[config.mk]
export PLATFORM = sky130hd
export DESIGN_NAME = falc56_bus_ctrl
export DESIGN_NICKNAME = d
export VERILOG_FILES = /design/src/rtl/falc56_bus_ctrl.sv
export SDC_FILE = /design/constraint.sdc
export NUM_CORES = 1
export LEC_CHECK = 0
export BUFFER_PORTS_ARGS = -buffer_cell sky130_fd_sc_hd__clkbuf_2
export CORE_ASPECT_RATIO = 1.4
export CORE_MARGIN = 2
export CORE_UTILIZATION = 39
export CTS_CLUSTER_DIAMETER = 100
export CTS_CLUSTER_SIZE = 10
export DETAILED_ROUTE_END_ITERATION = 8
export PLACE_DENSITY_LB_ADDON = 0.1
export SLEW_MARGIN = 20
export SYNTH_ARGS = -nofsm -noshare
export SYNTH_HDL_FRONTEND = slang
export SYNTH_SLANG_ARGS = --single-unit
[constraint.sdc]
create_clock -name PHY_CLK33_I -period 2.35 [get_ports PHY_CLK33_I]
set_clock_uncertainty 0.2 [all_clocks]
set_input_delay 0.235 -clock PHY_CLK33_I [delete_from_list [all_inputs] [get_ports PHY_CLK33_I]]
set_output_delay 0.235 -clock PHY_CLK33_I [all_outputs]
set_load 0.02 [all_outputs]
[src/rtl/falc56_bus_ctrl.sv]
// FALC56 8-bit Intel-mode bus sequencer with round-robin WB/DEFSM arbitration.
// Latency: request sampled in IDLE, ACK after SETUP+STROBE+HOLD edges; pins registered.
// Backpressure: requesters hold REQ/STB until their one-cycle ACK; no abort once granted.
module falc56_bus_ctrl #(
  parameter int SETUP_CYC  = 2,
  parameter int STROBE_CYC = 4,
  parameter int HOLD_CYC   = 1,
  parameter int RECOV_CYC  = 3
) (
  input  logic        PHY_CLK33_I,
  input  logic        PHY_RST_I,
  input  logic [31:0] WB_ADD_I,
  input  logic [31:0] WB_DATA_I,
  output logic [31:0] WB_DATA_O,
  input  logic        WB_STB_I,
  input  logic        WB_WE_I,
  output logic        WB_ACK_O,
  input  logic [7:0]  F56_DEFSM_BADD_I,
  input  logic [7:0]  F56_DEFSM_DATA_I,
  input  logic        F56_DEFSM_REQ_I,
  input  logic        F56_DEFSM_WE_I,
  output logic        F56_DEFSM_ACK_O,
  output logic [7:0]  F56_DEFSM_DATA_O,
  output logic [7:0]  F56_BADD_O,
  output logic [7:0]  F56_DATA_O,
  output logic        F56_DATA_OE_O,
  input  logic [7:0]  F56_DATA_I,
  output logic        F56_CSn_O,
  output logic        F56_RDn_O,
  output logic        F56_WRn_O,
  input  logic        F56_INTn_I,
  output logic        F56_INT_O
);

  // Counter reload values: each timed state lasts N cycles, so load N-1.
  localparam logic [3:0] SETUP_L  = 4'(SETUP_CYC - 1);
  localparam logic [3:0] STROBE_L = 4'(STROBE_CYC - 1);
  localparam logic [3:0] HOLD_L   = 4'(HOLD_CYC - 1);
  localparam logic [3:0] RECOV_L  = 4'(RECOV_CYC - 1);

  typedef enum logic [2:0] {
    ST_IDLE, ST_SETUP, ST_STROBE, ST_HOLD, ST_RECOVER
  } state_t;

  state_t      state_q, state_d;
  logic [3:0]  cnt_q, cnt_d;
  logic        last_df_q, last_df_d;   // 1 = DEFSM granted last, so WB preferred next
  logic        gnt_wb_q, gnt_wb_d;
  logic        we_q, we_d;
  logic [7:0]  addr_q, addr_d;
  logic [7:0]  wdat_q, wdat_d;
  logic [7:0]  rdlat_q, rdlat_d;
  logic [7:0]  wb_rdat_q, wb_rdat_d;
  logic [7:0]  df_rdat_q, df_rdat_d;
  logic        wb_ack_q, wb_ack_d;
  logic        df_ack_q, df_ack_d;
  logic        csn_q, csn_d;
  logic        rdn_q, rdn_d;
  logic        wrn_q, wrn_d;
  logic        oe_q, oe_d;
  logic        int_s1_q, int_s2_q;
  logic        grant_wb;
  logic        in_access;

  // Upper Wishbone bits carry nothing for an 8-bit chip bus.
  logic unused_hi;
  assign unused_hi = ^{WB_ADD_I[31:8], WB_DATA_I[31:8]};

  // Next-state, arbitration, latching and pin decode from the next state.
  always_comb begin
    state_d   = state_q;
    cnt_d     = cnt_q;
    last_df_d = last_df_q;
    gnt_wb_d  = gnt_wb_q;
    we_d      = we_q;
    addr_d    = addr_q;
    wdat_d    = wdat_q;
    rdlat_d   = rdlat_q;
    wb_rdat_d = wb_rdat_q;
    df_rdat_d = df_rdat_q;
    wb_ack_d  = 1'b0;
    df_ack_d  = 1'b0;
    grant_wb  = WB_STB_I && (!F56_DEFSM_REQ_I || last_df_q);
    case (state_q)
      ST_IDLE: begin
        if (WB_STB_I || F56_DEFSM_REQ_I) begin
          gnt_wb_d  = grant_wb;
          last_df_d = !grant_wb;
          addr_d    = grant_wb ? WB_ADD_I[7:0]  : F56_DEFSM_BADD_I;
          wdat_d    = grant_wb ? WB_DATA_I[7:0] : F56_DEFSM_DATA_I;
          we_d      = grant_wb ? WB_WE_I        : F56_DEFSM_WE_I;
          state_d   = ST_SETUP;
          cnt_d     = SETUP_L;
        end
      end
      ST_SETUP: begin
        if (cnt_q == 4'd0) begin
          state_d = ST_STROBE;
          cnt_d   = STROBE_L;
        end else begin
          cnt_d = cnt_q - 4'd1;
        end
      end
      ST_STROBE: begin
        if (cnt_q == 4'd0) begin
          state_d = ST_HOLD;
          cnt_d   = HOLD_L;
          rdlat_d = F56_DATA_I;
        end else begin
          cnt_d = cnt_q - 4'd1;
        end
      end
      ST_HOLD: begin
        if (cnt_q == 4'd0) begin
          state_d  = ST_RECOVER;
          cnt_d    = RECOV_L;
          wb_ack_d = gnt_wb_q;
          df_ack_d = !gnt_wb_q;
          if (!we_q) begin
            if (gnt_wb_q) wb_rdat_d = rdlat_q;
            else          df_rdat_d = rdlat_q;
          end
        end else begin
          cnt_d = cnt_q - 4'd1;
        end
      end
      ST_RECOVER: begin
        if (cnt_q == 4'd0) state_d = ST_IDLE;
        else               cnt_d   = cnt_q - 4'd1;
      end
      default: state_d = ST_IDLE;
    endcase
    in_access = (state_d == ST_SETUP) || (state_d == ST_STROBE) || (state_d == ST_HOLD);
    csn_d = !in_access;
    oe_d  = in_access && we_d;
    rdn_d = !((state_d == ST_STROBE) && !we_d);
    wrn_d = !((state_d == ST_STROBE) && we_d);
  end

  // State, datapath and registered pin drivers; interrupt double-flop sync.
  always_ff @(posedge PHY_CLK33_I) begin
    if (PHY_RST_I) begin
      state_q   <= ST_IDLE;
      cnt_q     <= 4'd0;
      last_df_q <= 1'b1;
      gnt_wb_q  <= 1'b0;
      we_q      <= 1'b0;
      addr_q    <= 8'h00;
      wdat_q    <= 8'h00;
      rdlat_q   <= 8'h00;
      wb_rdat_q <= 8'h00;
      df_rdat_q <= 8'h00;
      wb_ack_q  <= 1'b0;
      df_ack_q  <= 1'b0;
      csn_q     <= 1'b1;
      rdn_q     <= 1'b1;
      wrn_q     <= 1'b1;
      oe_q      <= 1'b0;
      int_s1_q  <= 1'b1;
      int_s2_q  <= 1'b1;
    end else begin
      state_q   <= state_d;
      cnt_q     <= cnt_d;
      last_df_q <= last_df_d;
      gnt_wb_q  <= gnt_wb_d;
      we_q      <= we_d;
      addr_q    <= addr_d;
      wdat_q    <= wdat_d;
      rdlat_q   <= rdlat_d;
      wb_rdat_q <= wb_rdat_d;
      df_rdat_q <= df_rdat_d;
      wb_ack_q  <= wb_ack_d;
      df_ack_q  <= df_ack_d;
      csn_q     <= csn_d;
      rdn_q     <= rdn_d;
      wrn_q     <= wrn_d;
      oe_q      <= oe_d;
      int_s1_q  <= F56_INTn_I;
      int_s2_q  <= int_s1_q;
    end
  end

  assign WB_DATA_O        = {24'h0, wb_rdat_q};
  assign WB_ACK_O         = wb_ack_q;
  assign F56_DEFSM_ACK_O  = df_ack_q;
  assign F56_DEFSM_DATA_O = df_rdat_q;
  assign F56_BADD_O       = addr_q;
  assign F56_DATA_O       = wdat_q;
  assign F56_DATA_OE_O    = oe_q;
  assign F56_CSn_O        = csn_q;
  assign F56_RDn_O        = rdn_q;
  assign F56_WRn_O        = wrn_q;
  assign F56_INT_O        = !int_s2_q;

endmodule
==> run summary <==
Detail Placement HPWL - 4.06 mm
M2 GR Usage - 28.2%
Via count - 2,395
Final Setup Violations - 0
Post-synth top area cell - dfxtp_1
Simple-gate share of the synthesized area - 22.0%
CTS root buf - clkbuf_8
Top Ports - 158
Total CTS buffers - 9
Die width - 72.9 µm
Remaining DRCs - 0
Tot Pwr - 3.78 mW
Achievable Freq - 454 MHz
Combinational family with the most area after synthesis - simple AND/OR/NAND/NOR gates
Total of max-cap violations - 0
Total GRT Usage - 17.1%
CP dominant cell by count - buf_4
Cells along the critical path - buf_4 -> nor3_2 -> and2_4 -> buf_4 -> nor2_1 -> a311oi_1 -> dlygate4sd3_1
Number of setup buffers added after CTS - 0
Number of global-route vias before repair - 2,262
Most Crowded Layer GR - met2
Maximum VDD drop - 616 µV
Final WL - 6.03 mm
Compound-Gate Fraction of Synth Area - 11.2%
P&R area growth vs syn - 42.5%
Die span in y - 100 µm
Fill count - 607
Ratio of total power to cell area - 1020 nW/µm²
Crit path kind - reg2reg
Starting Density - 39.7%
Remaining Overflow, GRT - 0
Avg Cell Area, Syn - 8.87 µm²
Tcrit/Tclk final - 93.7%
Crit path DAT - 2.27 ns
Setup slack after layout - 0.147 ns
CP peak stage delay - 0.58 ns
Cell with the most instances after synthesis - dfxtp_1
Row cnt - 35
Slew HR - 66.0%
GP Congestion - 0.770
1st-iter DRT viols - 68
Layout cell share with drive strength beyond 1 - 30.0%
Standard cell core area - 6530 µm²
Place WS - 0.123 ns
Met1 usage - 19.5%
Routed Antenna Nets - 0
Synth async-reset ratio - 0%
Global-route wire length before repair - 9.89 mm
Top-area cell type share of the netlist area - 44.9%
GR met3 Demand/Resource - 5.22%
WP data required - 2.41 ns
Mux contribution to synthesized area - 9.67%
Area of the multi-input gates - 1250 µm²
Largest net degree at the start of global routing - 44
Most frequent cells after synthesis - 58 x dfxtp_1, 49 x nor2_1, 25 x mux2i_1
Number of port buffers - 85
Worst-path clk slew - 0.06 ns
Worst slew pin tran - 0.505 ns
Seq/Total Area, Yosys - 44.9%
Worst Hold Class - in2reg
Top FF cell, synth - dfxtp_1
Xor/xnor share of the synthesized area - 0.338%
H-tree Lvls - 3
CTS tree - yes
Critical Path Fanout Max - 16
Drt via density - 4.79
Clk_lat worst skew - 0.32 ns
Min Hold Slack - 0.0838 ns
FF-to-FF setup slack - 0.15 ns
Full die area - 7310 µm²
Pre-Repair DR Iteration Count - 4
Post-Syn Area - 2590 µm²
Final Hold Vio Count - 0
Outcome - finished, final reports clean
Min Tclk post-route - 2.20 ns
Adder-Cell Fraction of Synth Area - 0.483%
CP max stage cell - dlygate4sd3_1
CP endpoint kind - flop
Pleak - 1.72 nW
Post-synth cell types - 43
Yosys reg bits - 58
Initial antenna violation count - 0
Routed WL per cell - 12.1 µm
Post-synth EDFFs - 0
Register area - 1160 µm²
Synth area leaders - dfxtp_1 45%, mux2i_1 9.7%, nor2_1 7.1%
# diodes - 0
CTS sink count - 58
Post-Syn Instances - 292
Max-slew violations - 0
Nets - 517
Max Root-Sink Buffers - 2
Worst Setup Start Kind - flop
Warnings, synthesis - 0
[registers in the layout, indices dropped and copies added (netlist names), 3 cells and up]
register          cells
F56_DEFSM_DATA_O      8
cnt_q                 4
rdlat_q               8
state_q               3
F56_BADD_O            8
wb_rdat_q             8
F56_DATA_O            8
[power by group]
group	internal, mW	switching (mW)
Sequential	1.19	0.129
Clock	0.515	0.372
Combinational	0.732	0.846
[worst max-delay path, delay by kind of cell (launching register included)]
kind / cells / cell delay, ns
simple gates: 3 / 0.47
buf+inv: 3 / 0.94
flops: 1 / 0.31
compound gates: 1 / 0.23
[kinds of logic after synthesis]
logic type | count (synthesis)
buf+inv | 50
flops | 58
mux | 25
other cells | 1
compound gates | 38
simple gates | 118
fa+ha+maj | 1
xor+xnor | 1
[metrics by stage]
stage	area [µm²]	std cells	utilization [%]	TNS (ns)
floorplan	2680	315	-	0
global placement	3060	443	46.8	0
detailed placement	3060	443	46.8	0
CTS	3660	500	56.1	0
global route	3690	500	56.5	-0.0178
finish	3690	500	56.5	0
[per-layer routing]
metal / vias to the layer above / wire length, µm
li1: 1222 / -
met1: 1081 / 2530
met2: 82 / 3000
met3: 10 / 407
met4: 0 / 91
met5: - / 0
[timing repair]
action,4_1_cts,5_1_grt
hold buffers,41,0
setup endpoints to repair,0,24
hold endpoints to repair,25,0
resized for setup,0,8
[worst paths after layout]
check | endpoint | startpoint | cells after the start
worst min register to register | int_s2_q$_SDFF_PP1_ | int_s1_q$_SDFF_PP1_ | 1
worst max-delay path | F56_BADD_O[3]$_SDFFE_PP0P_ | state_q[2]$_SDFF_PP0_ | 7
worst min-delay path | F56_WRn_O$_SDFF_PP1_ | F56_DEFSM_WE_I | 4
worst max register to register | F56_BADD_O[3]$_SDFFE_PP0P_ | state_q[2]$_SDFF_PP0_ | 7
[area by class of cell]
cell class,count,share of cell area [%]
repair buffers,140,26.3
clock inverters,5,1.46
multi-input cells,207,33.9
clock buffers,11,3.83
inverters,5,0.509
flip-flops and latches,58,31.5
well taps,74,2.51
[layout by cell type, fill, tap and decap left out, types with 2 or more instances in the layout]
master         Yosys  routed
o22ai_1            2       2
dfxtp_1           58      58
buf_4             24      11
dlygate4sd3_1      0      41
conb_1             1      24
nor3_1             3       2
inv_1              5       5
nor3b_1            2       2
or2_2              5       5
nand3_1           17      17
buf_12             0       2
mux2i_1           25      25
nor2b_1            2       2
clkinv_2           0       3
nand2_1           21      20
nand2b_1           3       3
or3_1              2       2
and2_1             3       2
a21oi_1            4       4
o21a_1             2       2
a311oi_1          17      16
clkbuf_2           0      85
o21ai_0            4       3
nor2_1            49      49
a211oi_1           2       2
nand3b_1           2       2
clkbuf_8           0      10
(Power assumes the default switching activity.)
